File: src/rtl/hazard_unit_p.sv
// Pipeline hazard unit: operand forwarding select, load-use and memory/fetch stalls,
// redirect flushes and saturating stall/flush performance counters.
module hazard_unit_p #(
  parameter int unsigned FWD_DEPTH = 3,
  parameter int unsigned REG_BITS  = 5,
  parameter int unsigned CNT_W     = 32,
  parameter int unsigned SEL_W     = $clog2(FWD_DEPTH + 1)
) (
  input  logic                          clk,
  input  logic                          rst,
  input  logic [REG_BITS-1:0]           id_rs1,
  input  logic [REG_BITS-1:0]           id_rs2,
  input  logic                          id_rs1_use,
  input  logic                          id_rs2_use,
  input  logic [FWD_DEPTH-1:0]          p_wb,
  input  logic [FWD_DEPTH*REG_BITS-1:0] p_rd,
  input  logic [FWD_DEPTH-1:0]          p_rdy,
  input  logic                          redirect,
  input  logic                          i_resp,
  input  logic                          d_req,
  input  logic                          d_resp,
  input  logic                          clr_cnt,
  output logic [SEL_W-1:0]              fwd1_sel,
  output logic [SEL_W-1:0]              fwd2_sel,
  output logic                          stall_id,
  output logic                          stall_all,
  output logic                          bubble_ex,
  output logic                          flush_if_id,
  output logic                          flush_id_ex,
  output logic [CNT_W-1:0]              stall_cnt,
  output logic [CNT_W-1:0]              flush_cnt
);

  logic d_done, i_done, redir_pend;
  logic mem_busy, fetch_busy, flush;
  logic stall1, stall2, data_stall;

  // Returns {stall, sel}; scanning from the far stage inward lets the nearest match win.
  function automatic logic [SEL_W:0] resolve(
    input logic [REG_BITS-1:0]           rs,
    input logic                          src_used,
    input logic [FWD_DEPTH-1:0]          wb,
    input logic [FWD_DEPTH*REG_BITS-1:0] rd,
    input logic [FWD_DEPTH-1:0]          rdy
  );
    logic             hit;
    logic             hit_rdy;
    logic [SEL_W-1:0] hit_sel;
    hit     = 1'b0;
    hit_rdy = 1'b0;
    hit_sel = '0;
    for (int k = int'(FWD_DEPTH) - 1; k >= 0; k--) begin
      if (src_used && (rs != '0) && wb[k] && (rd[k*REG_BITS +: REG_BITS] == rs)) begin
        hit     = 1'b1;
        hit_rdy = rdy[k];
        hit_sel = SEL_W'(k + 1);
      end
    end
    return {hit & ~hit_rdy, (hit & hit_rdy) ? hit_sel : SEL_W'(0)};
  endfunction

  always_comb begin
    {stall1, fwd1_sel} = resolve(id_rs1, id_rs1_use, p_wb, p_rd, p_rdy);
    {stall2, fwd2_sel} = resolve(id_rs2, id_rs2_use, p_wb, p_rd, p_rdy);
    data_stall = stall1 | stall2;
  end

  // A response that arrives while everything is frozen is remembered until the freeze ends.
  always_comb begin
    mem_busy    = d_req & ~d_resp & ~d_done;
    fetch_busy  = ~i_resp & ~i_done;
    stall_all   = mem_busy | fetch_busy;
    flush       = (redirect | redir_pend) & ~stall_all;
    flush_if_id = flush;
    flush_id_ex = flush;
    if (flush) begin
      stall_id  = stall_all;
      bubble_ex = 1'b0;
    end else begin
      stall_id  = stall_all | data_stall;
      bubble_ex = data_stall & ~stall_all;
    end
  end

  always_ff @(posedge clk) begin
    if (rst) begin
      d_done     <= 1'b0;
      i_done     <= 1'b0;
      redir_pend <= 1'b0;
      stall_cnt  <= '0;
      flush_cnt  <= '0;
    end else begin
      d_done     <= stall_all & (d_done | d_resp);
      i_done     <= stall_all & (i_done | i_resp);
      redir_pend <= ~flush & (redir_pend | (redirect & stall_all));
      if (clr_cnt) begin
        stall_cnt <= '0;
        flush_cnt <= '0;
      end else begin
        if (stall_id && (stall_cnt != '1)) stall_cnt <= stall_cnt + CNT_W'(1);
        if (flush && (flush_cnt != '1))    flush_cnt <= flush_cnt + CNT_W'(1);
      end
    end
  end

endmodule

File: config.mk
export PLATFORM = sky130hd
export DESIGN_NAME = hazard_unit_p
export DESIGN_NICKNAME = d
export VERILOG_FILES = /design/src/rtl/hazard_unit_p.sv
export SDC_FILE = /design/constraint.sdc
export NUM_CORES = 1
export LEC_CHECK = 0
export ABC_AREA = 1
export BUFFER_PORTS_ARGS = -buffer_cell sky130_fd_sc_hd__buf_2
export CAP_MARGIN = 40
export CORE_ASPECT_RATIO = 1.5
export CORE_MARGIN = 10
export CORE_UTILIZATION = 50
export CTS_CLUSTER_DIAMETER = 50
export DETAILED_ROUTE_END_ITERATION = 16
export GPL_TIMING_DRIVEN = 1
export PLACE_DENSITY_LB_ADDON = 0.1
export REMOVE_ABC_BUFFERS = 1
export SLEW_MARGIN = 20
export SYNTH_ARGS = -nofsm -noshare
export SYNTH_HDL_FRONTEND = slang
export SYNTH_SLANG_ARGS = --single-unit
export TNS_END_PERCENT = 50
File: constraint.sdc
create_clock -name clk -period 2.1 [get_ports clk]
set_input_delay 0.315 -clock clk [delete_from_list [all_inputs] [get_ports clk]]
set_output_delay 0.315 -clock clk [all_outputs]
set_load 0.02 [all_outputs]
==> results by stage, run 1 <==
Outcome:
- The flow ran to the end, and the final reports show no timing, DRC or antenna violations.

Placed design:
- Detailed placement ended at an HPWL of 12,900 um.
- The count of buffers added on input and output ports is 112.
- The total instance count after detailed placement is 983.
- Routability-driven placement finished with a final weighted congestion of 1.04.

Clocking:
- The maximum buffer depth of the clock tree is 2.
- For this design, the sink count on the clock tree is 67.
- CTS placed an instance of sky130_fd_sc_hd__clkbuf_16 at the clock tree root.
- The number of buffers added by the clock tree synthesis step is 9.
- After clock tree synthesis, the clock-pin slew on the worst setup and hold paths is 0.05 ns.
- After clock tree synthesis, the flow added hold-fix buffers numbering 0.
- For the worst-skew pair, the clock arrives at the later sink with an insertion delay of 0.33 ns.
- TritonCTS built the clock tree.
- The H-tree depth is 3.

Die:
- The die covers 0.0142 mm^2.
- During I/O placement, the number of pins put on the boundary was 113.
- The area of the placeable core is 0.00963 mm^2.
- The overall die width is 101 um.
- For this configuration, the core starts out at a cell density of 50.8%.
- The floorplan has 44 rows.
- The die height is 141 um.

Global route:
- Global routing finished with a remaining overflow of 0.
- The first global-routing pass estimated 27,000 um of wire.
- The via count of the first global-routing pass was 5,529.
- The initial antenna violation count came to 0.
- Entering global routing, the biggest net connects 33 pins.
- The global-route usage over all layers is 22.9%.

STA:
- The hold violation count in the final report is 0.
- The clock arrives with 0.00728 ns of skew.
- Setup violations remaining at the end of the flow were counted as 0.
- The worst-margin pin slew is 0.414 ns.
- After layout, the worst path uses 95.3% of the clock period.
- Setup repair after global routing could not meet its margin everywhere.
- The achievable clock frequency is 499 MHz.
- The count of pins over their slew limit came to 0.
- Subtracting the final worst setup slack from the clock period gives 2.00 ns.
- The worst pin sits at a relative slew slack of 72.4%.

Detailed routing:
- In this run, the number of DRC markers left after iteration 0 of detailed routing was 238.
- The number of remaining DRC errors is 0.
- The routed design has 16,700 um of wire.
- The post-detailed-route wirelength per cell is 16.7 um.
- The number of vias per cell after detailed routing is 5.49.
- The final antenna-violating net count is 0.
- Detailed routing inserted a total of 5,503 vias.
- The iteration count of the initial detailed-routing pass is 6.

Worst setup path:
- On the worst path, the slowest cell contributes a delay of 0.14 ns.
- The category of the worst setup path capture point is an output pin.
- STA classifies the critical path startpoint as an input pin.
- The peak fanout along the critical path is 6.
- On the critical path, the stage with the largest delay is an instance of sky130_fd_sc_hd__buf_4.
- The critical path goes through buf_4 > inv_2 > nand2_1 > nand2_1 > nor2_2 > nand2_2 > nor2_4 > nand2_1 > o21ai_1 > inv_1 > nand2_2 > nand2_4 > nand2_2 > nand2_2 > nor2_2 > buf_6.
- The setup path with the least slack is of type in -> out.
- STA puts the critical path data arrival time at 1.69 ns.
- The cell seen most often among critical-path stages is sky130_fd_sc_hd__nand2_2.
- At the worst endpoint, the required time is 1.78 ns.

Synthesis:
- Summing the sequential cell areas from Yosys gives 27.4% of the chip area.
- Synthesis inferred 67 register bits.
- A synthesized cell averages 6.59 um^2.
- Summing every instance area after synthesis gives 0.00490 mm^2.
- The cell count after synthesis came out at 743.
- The unique cell type count in the Yosys netlist is 42.
- The Yosys step of the flow raised 0 warnings.

Pwr:
- The maximum VDD drop is 417 uV.
- For this design the ratio of total power to cell area is 501 mW/mm^2.
- The static power due to leakage is 2.62 nW.
- Total power for the finished layout comes to 3.09 mW.

Cells and area:
- The final instance count without filler cells is 1,002.
- Of the cells placed in the final design, the portion with a size suffix greater than 1 is 33.1%.
- In the layout the commonest cells are 159 x sky130_fd_sc_hd__nand2_1, 105 x sky130_fd_sc_hd__buf_2, 80 x sky130_fd_sc_hd__inv_1, 68 x sky130_fd_sc_hd__nor2_1, 65 x sky130_fd_sc_hd__dfxtp_1.
- The most common cell after layout, fill and taps aside is sky130_fd_sc_hd__nand2_1.
- The repair_antennas step left the layout with diodes totalling 0.
- After filler insertion, the fill cell instance count of the layout stands at 952.
- In the final design database the tool counted 925 nets.
- Compared with the post-synthesis result, the final layout area differs by 26.1%.

Job:
- The max-cap check violation count is 0.

Worst hold path:
- The worst min-delay path category is in -> reg.
-- final cells by class --
type	instances	area, um^2	share of cell area (%)
tap	115	144	2.33
timing repair buffer	149	922	14.9
clock inverter	5	31.3	0.507
sequential	67	1340	21.8
multi-input combinational	559	3140	50.8
clock buffer	10	229	3.71
inverter	97	367	5.94
-- worst paths after layout --
check / slack (ns) / cells past startpoint / end / from
setup reg to reg: 0.18 / 13 / flush_cnt[23]$_SDFFE_PP0P_ / flush_cnt[1]$_SDFFE_PP0P_
hold reg to reg: 0.48 / 2 / stall_cnt[31]$_SDFFE_PP0P_ / stall_cnt[31]$_SDFFE_PP0P_
hold / removal: 0.21 / 2 / d_done$_SDFF_PP0_ / rst
setup / recovery: 0.1 / 16 / bubble_ex / id_rs2[3]
-- timing repair --
item,in CTS,in global routing
endpoints found under the setup margin,2,52
setup buffers,0,3
gates resized for setup,1,44
pin swaps,0,13
gates cloned,0,1
-- per-layer routing --
| metal | vias to the layer above | wire, um | share of wire, % | track usage (%) |
|---|---|---|---|---|
| li1 | 2729 | - | - | - |
| met1 | 2537 | 6240 | 37 | 24.4 |
| met2 | 196 | 8970 | 54 | 41.5 |
| met3 | 41 | 1030 | 6.2 | 4.94 |
| met4 | 0 | 463 | 2.8 | 9.70 |
| met5 | - | 0 | 0 | 0 |
-- cell usage after synthesis (all sizes together) --
cell type	n	area share, %
nor3b	6	1.1
clkinv	1	0.077
a221oi	1	0.18
buf	13	2.4
and2	1	0.13
nor3	41	4.7
xor2	29	5.2
nor4	12	1.5
ha	2	0.51
nand4	51	6.8
o21ai	28	2.9
o22ai	1	0.13
nand3	28	3.4
a21oi	53	7.8
xnor2	9	1.6
inv	96	7.4
o21a	1	0.15
a31oi	1	0.13
clkbuf	7	0.69
o211ai	1	0.15
dfxtp	67	27
nand3b	2	0.38
nor2	86	7.5
nand2	206	18
-- where the power goes --
group / total, mW / switching (mW) / leakage (nW) / internal (mW)
clock network: 1.35 / 0.566 / 0.128 / 0.787
logic: 0.457 / 0.297 / 1.95 / 0.160
registers: 1.28 / 0.00358 / 0.541 / 1.28
total: 3.09 / 0.867 / 2.62 / 2.23
-- sequential cells by signal, indices dropped and copies added (netlist names) --
| signal | count |
|---|---|
| redir_pend | 1 |
| i_done | 1 |
| d_done | 1 |
| flush_cnt | 32 |
| stall_cnt | 32 |
-- through the flow --
step	hold slack, ns	setup TNS [ns]	instance area, um^2	utilization (%)	setup slack (ns)
finish	0.213	0	6170	64.1	0.0977
global placement	0.459	-0.688	5720	59.3	-0.0395
CTS	0.211	0	6000	62.3	0.0160
floorplan	0.392	-14.84	4750	-	-0.466
global route	0.217	-0.0640	6170	64.1	-0.0452
detailed placement	0.475	-0.232	5740	59.5	-0.0538
-- kinds of logic after synthesis --
group	count (synthesis)	synth area share, %
AND/OR/NAND/NOR	433	43.4
adder cells (fa/ha/maj)	2	0.511
flip-flops	67	27.4
XOR/XNOR	38	6.80
AO/OA/AOI/OAI	86	11.4
buffers and inverters	117	10.5
-- worst max-delay path, delay by kind of cell --
| kind | cells | cell delay, ns |
|---|---|---|
| AND/OR/NAND/NOR | 11 | 0.88 |
| buffers and inverters | 4 | 0.41 |
| AO/OA/AOI/OAI | 1 | 0.07 |
(Power assumes the default switching activity.)
==> run 2: changes to the inputs <==
--- a/config.mk
+++ b/config.mk
@@ -8,9 +8,10 @@
 export ABC_AREA = 1
 export BUFFER_PORTS_ARGS = -buffer_cell sky130_fd_sc_hd__buf_2
 export CAP_MARGIN = 40
-export CORE_ASPECT_RATIO = 1.5
+export CORE_ASPECT_RATIO = 0.7
 export CORE_MARGIN = 10
 export CORE_UTILIZATION = 50
+export CTS_BUF_LIST = sky130_fd_sc_hd__clkbuf_4 sky130_fd_sc_hd__clkbuf_8
 export CTS_CLUSTER_DIAMETER = 50
 export DETAILED_ROUTE_END_ITERATION = 16
 export GPL_TIMING_DRIVEN = 1
==> results by stage, run 2 (synthesis results as in run 1) <==
Outcome:
- The run finished with clean final reports.

Clocking:
- The clock net sink count was 67 (unchanged).
- The post-CTS clock slew at the launch and capture registers of the worst setup and hold paths is 0.06 ns (about the same).
- The number of buffers added by the clock tree synthesis step is 9 (unchanged).
- The clock tree from TritonCTS is done.
- The maximum buffer depth of the clock tree was 2 (unchanged).
- The source-to-sink clock delay at the later pin of the worst-skew pair is 0.35 ns (+0.02 ns).
- The H-tree depth was 3 (unchanged).
- The count of hold buffers inserted by post-cts repair is 0 (unchanged).
- The tree is rooted in a sky130_fd_sc_hd__clkbuf_8.

STA:
- The count of pins over their slew limit is 0 (unchanged).
- The total negative slack for setup checks is 0 ns (unchanged).
- The post-layout minimum cycle time is 2.02 ns (+0.0159 ns).
- The achievable clock frequency is 496 MHz (-0.79%).
- The largest clock skew in the final design is 0.0201 ns (+0.0128 ns).
- The post-layout worst setup margin is 0.0818 ns (-0.0159 ns).
- The number of endpoints failing setup at the final stage is 0 (unchanged).
- Setup repair after global routing could not meet its margin everywhere.
- The worst-margin pin slew is 0.623 ns (+0.209 ns).
- The portion of the clock cycle consumed by the worst path in the final layout is 96.1% (+0.76 points).
- The hold violation count in the final report is 0 (unchanged).
- The relative max-transition margin came to 58.4% (-14 points).
- The final hold slack is 0.191 ns (-0.0222 ns).

Worst hold path:
- The path class of the tightest hold or removal check is in -> reg.
- The cell depth of the worst hold path is 2 (unchanged).
- The startpoint identified for the worst hold timing path is rst.

Detailed routing:
- The count of vias placed by the detailed router is 5,474 (-0.53%).
- The wire length reported by the detailed router is 15,800 um (-5.1%).
- The post-detailed-route wirelength per cell is 15.6 um (-6.4%).
- The final antenna-violating net count is 0 (unchanged).
- The iteration count of the initial detailed-routing pass was 5 (-1).
- The number of vias per cell after detailed routing is 5.39 (-1.9%).
- The number of remaining DRC errors came to 0 (unchanged).
- The violation count after the first detailed-route iteration came to 464 (+95%).

Worst setup path:
- The data arrival time of the critical path was 1.70 ns (about the same).
- STA classifies the critical path startpoint as an input pin.
- The number of stages on the worst setup path is 14 (-2).
- The category of the worst setup path capture point is an output pin.
- The depth of the most critical reg-to-reg path was 13 (unchanged).
- Tracing the worst setup path back leads to its startpoint at id_rs1[3].
- The cell seen most often among critical-path stages is sky130_fd_sc_hd__nand2_1.
- Walking the worst path, the cells encountered are buf_8 > xor2_1 > nor2_1 > nand2_1 > nor2_2 > nand2_1 > o21ai_1 > inv_1 > nand2_1 > nand2_2 > nand2_1 > nand2_1 > nor2_1 > buf_4.
- The kind of cell adding the most delay to the critical path is simple AND/OR/NAND/NOR gates.
- The maximum single-stage delay on the critical path is 0.17 ns (+0.03 ns).
- The number of buffer and inverter stages on the critical path is 3 (-1).
- The beginning of the worst register-to-register path is stall_cnt[24]$_SDFFE_PP0P_.
- The required time reported for the critical path endpoint came to 1.78 ns (about the same).
- The kind of critical path is in -> out.
- The peak fanout along the critical path is 5 (-1).
- The library cell contributing the largest single delay on the critical path is sky130_fd_sc_hd__nor2_2.

Pwr:
- The switching power as a share of total power is 27.6% (-0.39 points).
- The net switching power is 0.790 mW (-8.8%).
- The internal portion of total power is 2.07 mW (-7.0%).
- The static power due to leakage is 2.62 nW (+0.32%).
- The maximum VDD drop was 377 uV (-9.7%).
- The part of the power in combinational logic was 15.6% (+0.8 points).
- The power density over the cells was 460 mW/mm^2 (-8.1%).
- The sequential group share of total power is 44.8% (+3.3 points).
- The clock network fraction of design power came to 39.6% (-4.2 points).

Die:
- The full die area is 0.0142 mm^2 (-0.13%).
- The initial standard-cell utilization of the core is 51.0% (+0.13 points).
- The number of top-level pins is 113 (unchanged).
- The overall die width is 138 um (+37%).
- The number of cell rows was 30 (-32%).
- The area of the placeable core came to 0.00961 mm^2 (-0.26%).
- The die height is 103 um (-27%).

Placed design:
- The count of buffers inserted at the top-level ports came to 112 (unchanged).
- The global placer's final weighted congestion is 0.968 (-6.6%).
- The worst slack at placement is 0.0356 ns (+0.0895 ns).
- The sum of net half-perimeters after detailed placement is 12,500 um (-2.9%).

Global route:
- The via count of the first global-routing pass is 5,122 (-7.4%).
- The remaining global-route overflow is 0 (unchanged).
- The pin count of the biggest net entering global routing is 32 (-3.0%).
- The global-route usage over all layers is 21.3% (-1.5 points).
- The wire length of the first global-routing pass is 25,400 um (-5.6%).
- The initial antenna violation count is 0 (unchanged).

Cells and area:
- In the layout the commonest cells are 155 x sky130_fd_sc_hd__nand2_1, 104 x sky130_fd_sc_hd__buf_2, 78 x sky130_fd_sc_hd__inv_1, 68 x sky130_fd_sc_hd__nor2_1, 66 x sky130_fd_sc_hd__dfxtp_1.
- The count of antenna diodes in the layout came to 0 (unchanged).
- The library cell used most frequently in the layout, excluding fill and tap cells, is sky130_fd_sc_hd__nand2_1.
- The net count reported at finish is 926 (+0.11%).
- The fraction of layout cells with a size suffix above 1 came to 34.8% (+1.7 points).
- The largest registers in the layout are flush_cnt (32), stall_cnt (32).
- The core utilization of the finished layout is 64.6% (+0.56 points).
- The area growth from synthesis to layout is 26.8%.

Job:
- The max-cap check violation count is 0 (unchanged).
[run 2: layout make-up]
class	count	area [um^2]
Sequential cell	67	1340
Timing Repair Buffer	150	935
Clock buffer	13	166
Fill cell	920	3400
Tap cell	128	160
Multi-Input combinational cell	559	3200
Clock inverter	2	35.0
Inverter	97	369
[run 2: routing by layer]
layer	GRT usage, %	share of wire, %
met1	29.5	49
met2	32.7	42
met3	4.65	7.1
met4	6.14	1.5
met5	0	0
[run 2: final timing paths]
check                          endpoint  slack, ns
max                           bubble_ex       0.08
min                   d_done$_SDFF_PP0_       0.19
min reg2reg  stall_cnt[31]$_SDFFE_PP0P_       0.48
max reg2reg   stall_cnt[8]$_SDFFE_PP0P_       0.08
[run 2: worst register-to-register path, cell delays in order (launching register included)]
cell and delay, ns:
sky130_fd_sc_hd__dfxtp_1 0.44, sky130_fd_sc_hd__nand2_1 0.11, sky130_fd_sc_hd__inv_2 0.08, sky130_fd_sc_hd__nand3_1 0.12, sky130_fd_sc_hd__nor4_1 0.20, sky130_fd_sc_hd__buf_4 0.18, sky130_fd_sc_hd__nand4_2 0.19, sky130_fd_sc_hd__buf_4 0.26
sky130_fd_sc_hd__nand2_1 0.08, sky130_fd_sc_hd__inv_1 0.04, sky130_fd_sc_hd__nand3_1 0.08, sky130_fd_sc_hd__nand2_1 0.06, sky130_fd_sc_hd__nand2_1 0.05, sky130_fd_sc_hd__nor2_1 0.04
[run 2: per-stage QoR]
stage	power [mW]	cells	cell area, um^2
after floorplan	1.55	723	4750
after global placement	1.72	996	5750
after detailed placement	1.73	997	5780
after CTS	2.86	1012	5980
after global routing	2.99	1016	6210
final	2.86	1016	6210
[run 2: power groups by stage]
stage	sequential, mW	clock (mW)	combinational [mW]
finish	1.28	1.13	0.447
detailed placement	1.31	0	0.421
global placement	1.31	0	0.411
CTS	1.28	1.15	0.422
global route	1.28	1.22	0.489
floorplan	1.32	0	0.230
[run 2: timing repair]
action / in CTS / in global routing
setup endpoints to repair: 0 / 32
setup buffers: 0 / 4
resized for setup: 0 / 63
==> run 3: changes to the inputs <==
--- a/config.mk
+++ b/config.mk
@@ -5,8 +5,7 @@
 export SDC_FILE = /design/constraint.sdc
 export NUM_CORES = 1
 export LEC_CHECK = 0
-export ABC_AREA = 1
-export BUFFER_PORTS_ARGS = -buffer_cell sky130_fd_sc_hd__buf_2
+export ABC_AREA = 0
 export CAP_MARGIN = 40
 export CORE_ASPECT_RATIO = 0.7
 export CORE_MARGIN = 10
@@ -14,9 +13,11 @@
 export CTS_BUF_LIST = sky130_fd_sc_hd__clkbuf_4 sky130_fd_sc_hd__clkbuf_8
 export CTS_CLUSTER_DIAMETER = 50
 export DETAILED_ROUTE_END_ITERATION = 16
+export DONT_BUFFER_PORTS = 1
 export GPL_TIMING_DRIVEN = 1
 export PLACE_DENSITY_LB_ADDON = 0.1
 export REMOVE_ABC_BUFFERS = 1
+export SETUP_SLACK_MARGIN = 0.4
 export SLEW_MARGIN = 20
 export SYNTH_ARGS = -nofsm -noshare
 export SYNTH_HDL_FRONTEND = slang
==> results by stage, run 3 <==
Global route:
- The pin count of the biggest net entering global routing came to 33 (+3.1%).
- The initial antenna violation count is 0 (unchanged).
- The global routing met1 resource utilization is 25.6% (-3.9 points).
- The met3 demand-to-capacity share in global routing is 8.91% (+4.3 points).
- The remaining global-route overflow is 0 (unchanged).
- The global-route usage over all layers is 20.9% (-0.44 points).
- The via count of the first global-routing pass is 3,833 (-25%).
- The layer flagged by global routing as most heavily used is met2.
- The wire length of the first global-routing pass is 19,600 um (-23%).
- The global-route track usage on met2 came to 33.3% (+0.60 points).

Synthesis:
- The synthesized flop and latch total is 67 (unchanged).
- The count of yosys warnings during synthesis came to 0 (unchanged).
- The share of flip-flops with an asynchronous set or reset after synthesis is 0% (unchanged).
- The fraction of post-synthesis cell area in the top cell type by area is 35.9% (+8.5 points).
- By area the synthesized netlist is led by sky130_fd_sc_hd__dfxtp_1 36%, sky130_fd_sc_hd__xor2_1 7.3%, sky130_fd_sc_hd__xnor2_1 5.6%.
- The number of synthesized flops with an enable pin is 0 (unchanged).
- The unique cell type count in the Yosys netlist is 45 (+7.1%).
- The average size of a mapped cell was 8.17 um^2 (+24%).
- The number of cells produced by synthesis is 457 (-38%).
- The total standard cell area after synthesis is 0.00373 mm^2 (-24%).
- In the synthesized netlist, the cells that appear most often are 67 x sky130_fd_sc_hd__dfxtp_1, 41 x sky130_fd_sc_hd__nor2_1, 35 x sky130_fd_sc_hd__nand2_1, 35 x sky130_fd_sc_hd__nand3_1, 34 x sky130_fd_sc_hd__a21oi_1.
- For this run, the leading register cell type out of synthesis is sky130_fd_sc_hd__dfxtp_1.
- The largest total area in the synthesized netlist belongs to sky130_fd_sc_hd__dfxtp_1.
- The sequential element share of the synthesized area was 35.9% (+8.5 points).
- The most repeated cell in the gate-level netlist after synthesis is sky130_fd_sc_hd__dfxtp_1.

STA:
- The largest clock skew in the final design is 0.0143 ns (-0.00575 ns).
- Setup repair after global routing could not meet its margin everywhere.
- The relative max-transition margin came to 53.5% (-4.9 points).
- The hold violation count in the final report is 0 (unchanged).
- The final hold slack came to 0.0314 ns (-0.160 ns).
- The post-layout minimum cycle time is 2.36 ns (+0.345 ns).
- The achievable clock frequency was 423 MHz (-15%).
- The number of endpoints failing setup at the final stage is 30 (+30).
- The post-layout worst setup margin is -0.263 ns (-0.345 ns).
- The worst-margin pin slew is 0.695 ns (+0.0720 ns).
- The count of pins over their slew limit came to 0 (unchanged).
- The portion of the clock cycle consumed by the worst path in the final layout is 113% (+16 points).

Cells and area:
- The net count reported at finish is 613 (-34%).
- The largest registers in the layout are flush_cnt (32), stall_cnt (32).
- The final instance count without filler cells is 674 (-34%).
- The most common cell after layout, fill and taps aside is sky130_fd_sc_hd__buf_4.
- The area growth from synthesis to layout is 43.4%.
- The final standard cell area without fillers is 0.00535 mm^2 (-14%).
- The fraction of layout cells with a size suffix above 1 came to 36.6% (+1.8 points).
- The count of antenna diodes in the layout is 0 (unchanged).
- The top cell types in the final layout, fill and taps aside, are 106 x sky130_fd_sc_hd__buf_4, 60 x sky130_fd_sc_hd__dfxtp_1, 35 x sky130_fd_sc_hd__nor2_1, 31 x sky130_fd_sc_hd__nand2_1, 30 x sky130_fd_sc_hd__xor2_1.

Worst setup path:
- The kind of critical path is in -> out.
- The startpoint type of the worst setup path is an input pin.
- The required time reported for the critical path endpoint was 1.78 ns (about the same).
- Among all stages on the critical path, the largest delay is contributed by sky130_fd_sc_hd__or4_4.
- The category of the worst setup path capture point is an output pin.
- The peak fanout along the critical path is 4 (-1).
- The data arrival time of the critical path is 2.05 ns (+0.35 ns).
- The kind of cell adding the most delay to the critical path is compound AO/OA/AOI/OAI gates.
- Traced cell by cell, the critical path runs through or4_4 > o21ai_4 > buf_6 > nor2_1 > a21o_1 > a311o_2 > nor2_4 > inv_2 > buf_6.
- The cell that appears most often on the critical path is sky130_fd_sc_hd__buf_6.
- The number of buffer and inverter stages on the critical path was 3 (unchanged).
- The maximum single-stage delay on the critical path was 0.53 ns (+0.36 ns).

Clocking:
- CTS placed an instance of sky130_fd_sc_hd__clkbuf_8 at the clock tree root.
- The number of buffers added by the clock tree synthesis step was 9 (unchanged).
- The clock net sink count is 67 (unchanged).
- The maximum buffer depth of the clock tree came to 2 (unchanged).
- The post-CTS clock slew at the launch and capture registers of the worst setup and hold paths was 0.07 ns (about the same).
- The clock tree from TritonCTS is done.
- The H-tree depth is 3 (unchanged).
- The count of hold buffers inserted by post-cts repair is 0 (unchanged).
- The source-to-sink clock delay at the later pin of the worst-skew pair is 0.35 ns (about the same).

Outcome:
- The flow ran to the end, but the final reports show violations.
- The final reports fail on negative setup slack.

Detailed routing:
- The number of vias per cell after detailed routing is 5.89 (+9.4%).
- The count of vias placed by the detailed router is 3,972 (-27%).
- The final antenna-violating net count was 0 (unchanged).
- The number of remaining DRC errors is 0 (unchanged).
- The post-detailed-route wirelength per cell was 18.4 um (+18%).
- The iteration count of the initial detailed-routing pass is 5 (unchanged).
- The violation count after the first detailed-route iteration is 177 (-62%).
- The wire length reported by the detailed router is 12,400 um (-22%).

Pwr:
- The static power due to leakage was 2.00 nW (-24%).
- The power density over the cells is 504 mW/mm^2 (+9.4%).
- The maximum VDD drop is 468 uV (+24%).
- The sum of internal, switching and leakage power is 2.70 mW (-5.7%).

Die:
- The full die area is 0.0114 mm^2 (-20%).
- The die height is 92.3 um (-10%).
- The overall die width was 123 um (-11%).
- The initial standard-cell utilization of the core is 51.2% (+0.27 points).
- The number of top-level pins came to 113 (unchanged).
- The area of the placeable core is 0.00729 mm^2 (-24%).
- The number of cell rows is 26 (-13%).

Placed design:
- The sum of net half-perimeters after detailed placement is 8790 um (-30%).
- The cell area reported after detailed placement is 0.00458 mm^2 (-21%).
- The global placer's final weighted congestion is 0.827 (-15%).
- The total instance count after detailed placement is 646 (-35%).
- The count of buffers inserted at the top-level ports is 0 (-100%).
- The worst slack at placement is -0.505 ns (-0.540 ns).

Worst hold path:
- The worst min-delay path category is in -> reg.

Job:
- The max-cap check violation count came to 0 (unchanged).
## run 3: cell types whose count changed in the layout (fill, tap and decap cells not counted), moves of 48 or more
| cell | before | now |
|---|---|---|
| sky130_fd_sc_hd__buf_2 | 104 | 0 |
| sky130_fd_sc_hd__buf_4 | 39 | 106 |
| sky130_fd_sc_hd__inv_1 | 78 | 7 |
| sky130_fd_sc_hd__nand2_1 | 155 | 31 |
| sky130_fd_sc_hd__nand2_2 | 49 | 1 |
## run 3: layer usage
layer  routed length (um)  up-vias
li1                     -     1902
met1                 5130     1904
met2                 5840      150
met3                 1290       16
met4                  132        0
met5                    0        -
## run 3: logic make-up after synthesis
family / Yosys count / synth area share (%)
compound gates: 90 / 15.4
xor+xnor: 55 / 12.9
fa+ha+maj: 2 / 0.670
buf+inv: 26 / 3.72
flops: 67 / 35.9
mux: 2 / 0.570
simple gates: 215 / 30.8
## run 3: worst paths after layout
| check | slack, ns | cells after the start | end | from |
|---|---|---|---|---|
| max reg2reg | -0.03 | 9 | stall_cnt[23]$_SDFFE_PP0P_ | redir_pend$_SDFF_PP0_ |
| min | 0.03 | 1 | d_done$_SDFF_PP0_ | rst |
| max | -0.26 | 9 | stall_id | id_rs1[1] |
| min reg2reg | 0.51 | 2 | d_done$_SDFF_PP0_ | d_done$_SDFF_PP0_ |
## run 3: stage by stage
stage          TNS, ns  utilization [%]
2_1_floorplan   -24.38                -
4_1_cts          -5.89             71.3
6_report         -5.58             73.5
5_1_grt          -8.99             73.5
3_5_place_dp    -13.92             62.8
3_3_place_gp    -12.23             62.8
## run 3: repair_timing
action	in CTS	in global routing
gates cloned	0	1
resized for setup	83	27
pin swaps	68	60
buffers inserted	8	3
endpoints found under the setup margin	73	73
## run 3: power by group
group	switching, mW	internal [mW]	leakage (nW)
sequential	0.00326	1.27	0.544
clock	0.585	0.569	0.0988
combinational	0.142	0.121	1.36
## run 3: area by class of cell
class	instances	area, um^2
Multi-Input combinational cell	364	2640
Fill cell	564	1930
Sequential cell	67	1350
Timing Repair Buffer	121	1000
Clock buffer	9	124
Tap cell	98	123
Clock inverter	7	82.6
Inverter	8	30.0
## run 3: worst register-to-register path, stage by stage, from the launching register on
cell                        delay [ns]
sky130_fd_sc_hd__dfxtp_1          0.31
sky130_fd_sc_hd__nor2_1           0.16
sky130_fd_sc_hd__nand3b_1         0.16
sky130_fd_sc_hd__a2111oi_4        0.25
sky130_fd_sc_hd__a311o_2          0.22
sky130_fd_sc_hd__buf_4            0.13
sky130_fd_sc_hd__o21ai_4          0.08
sky130_fd_sc_hd__buf_12           0.17
sky130_fd_sc_hd__or4_1            0.49
sky130_fd_sc_hd__a21oi_2          0.13
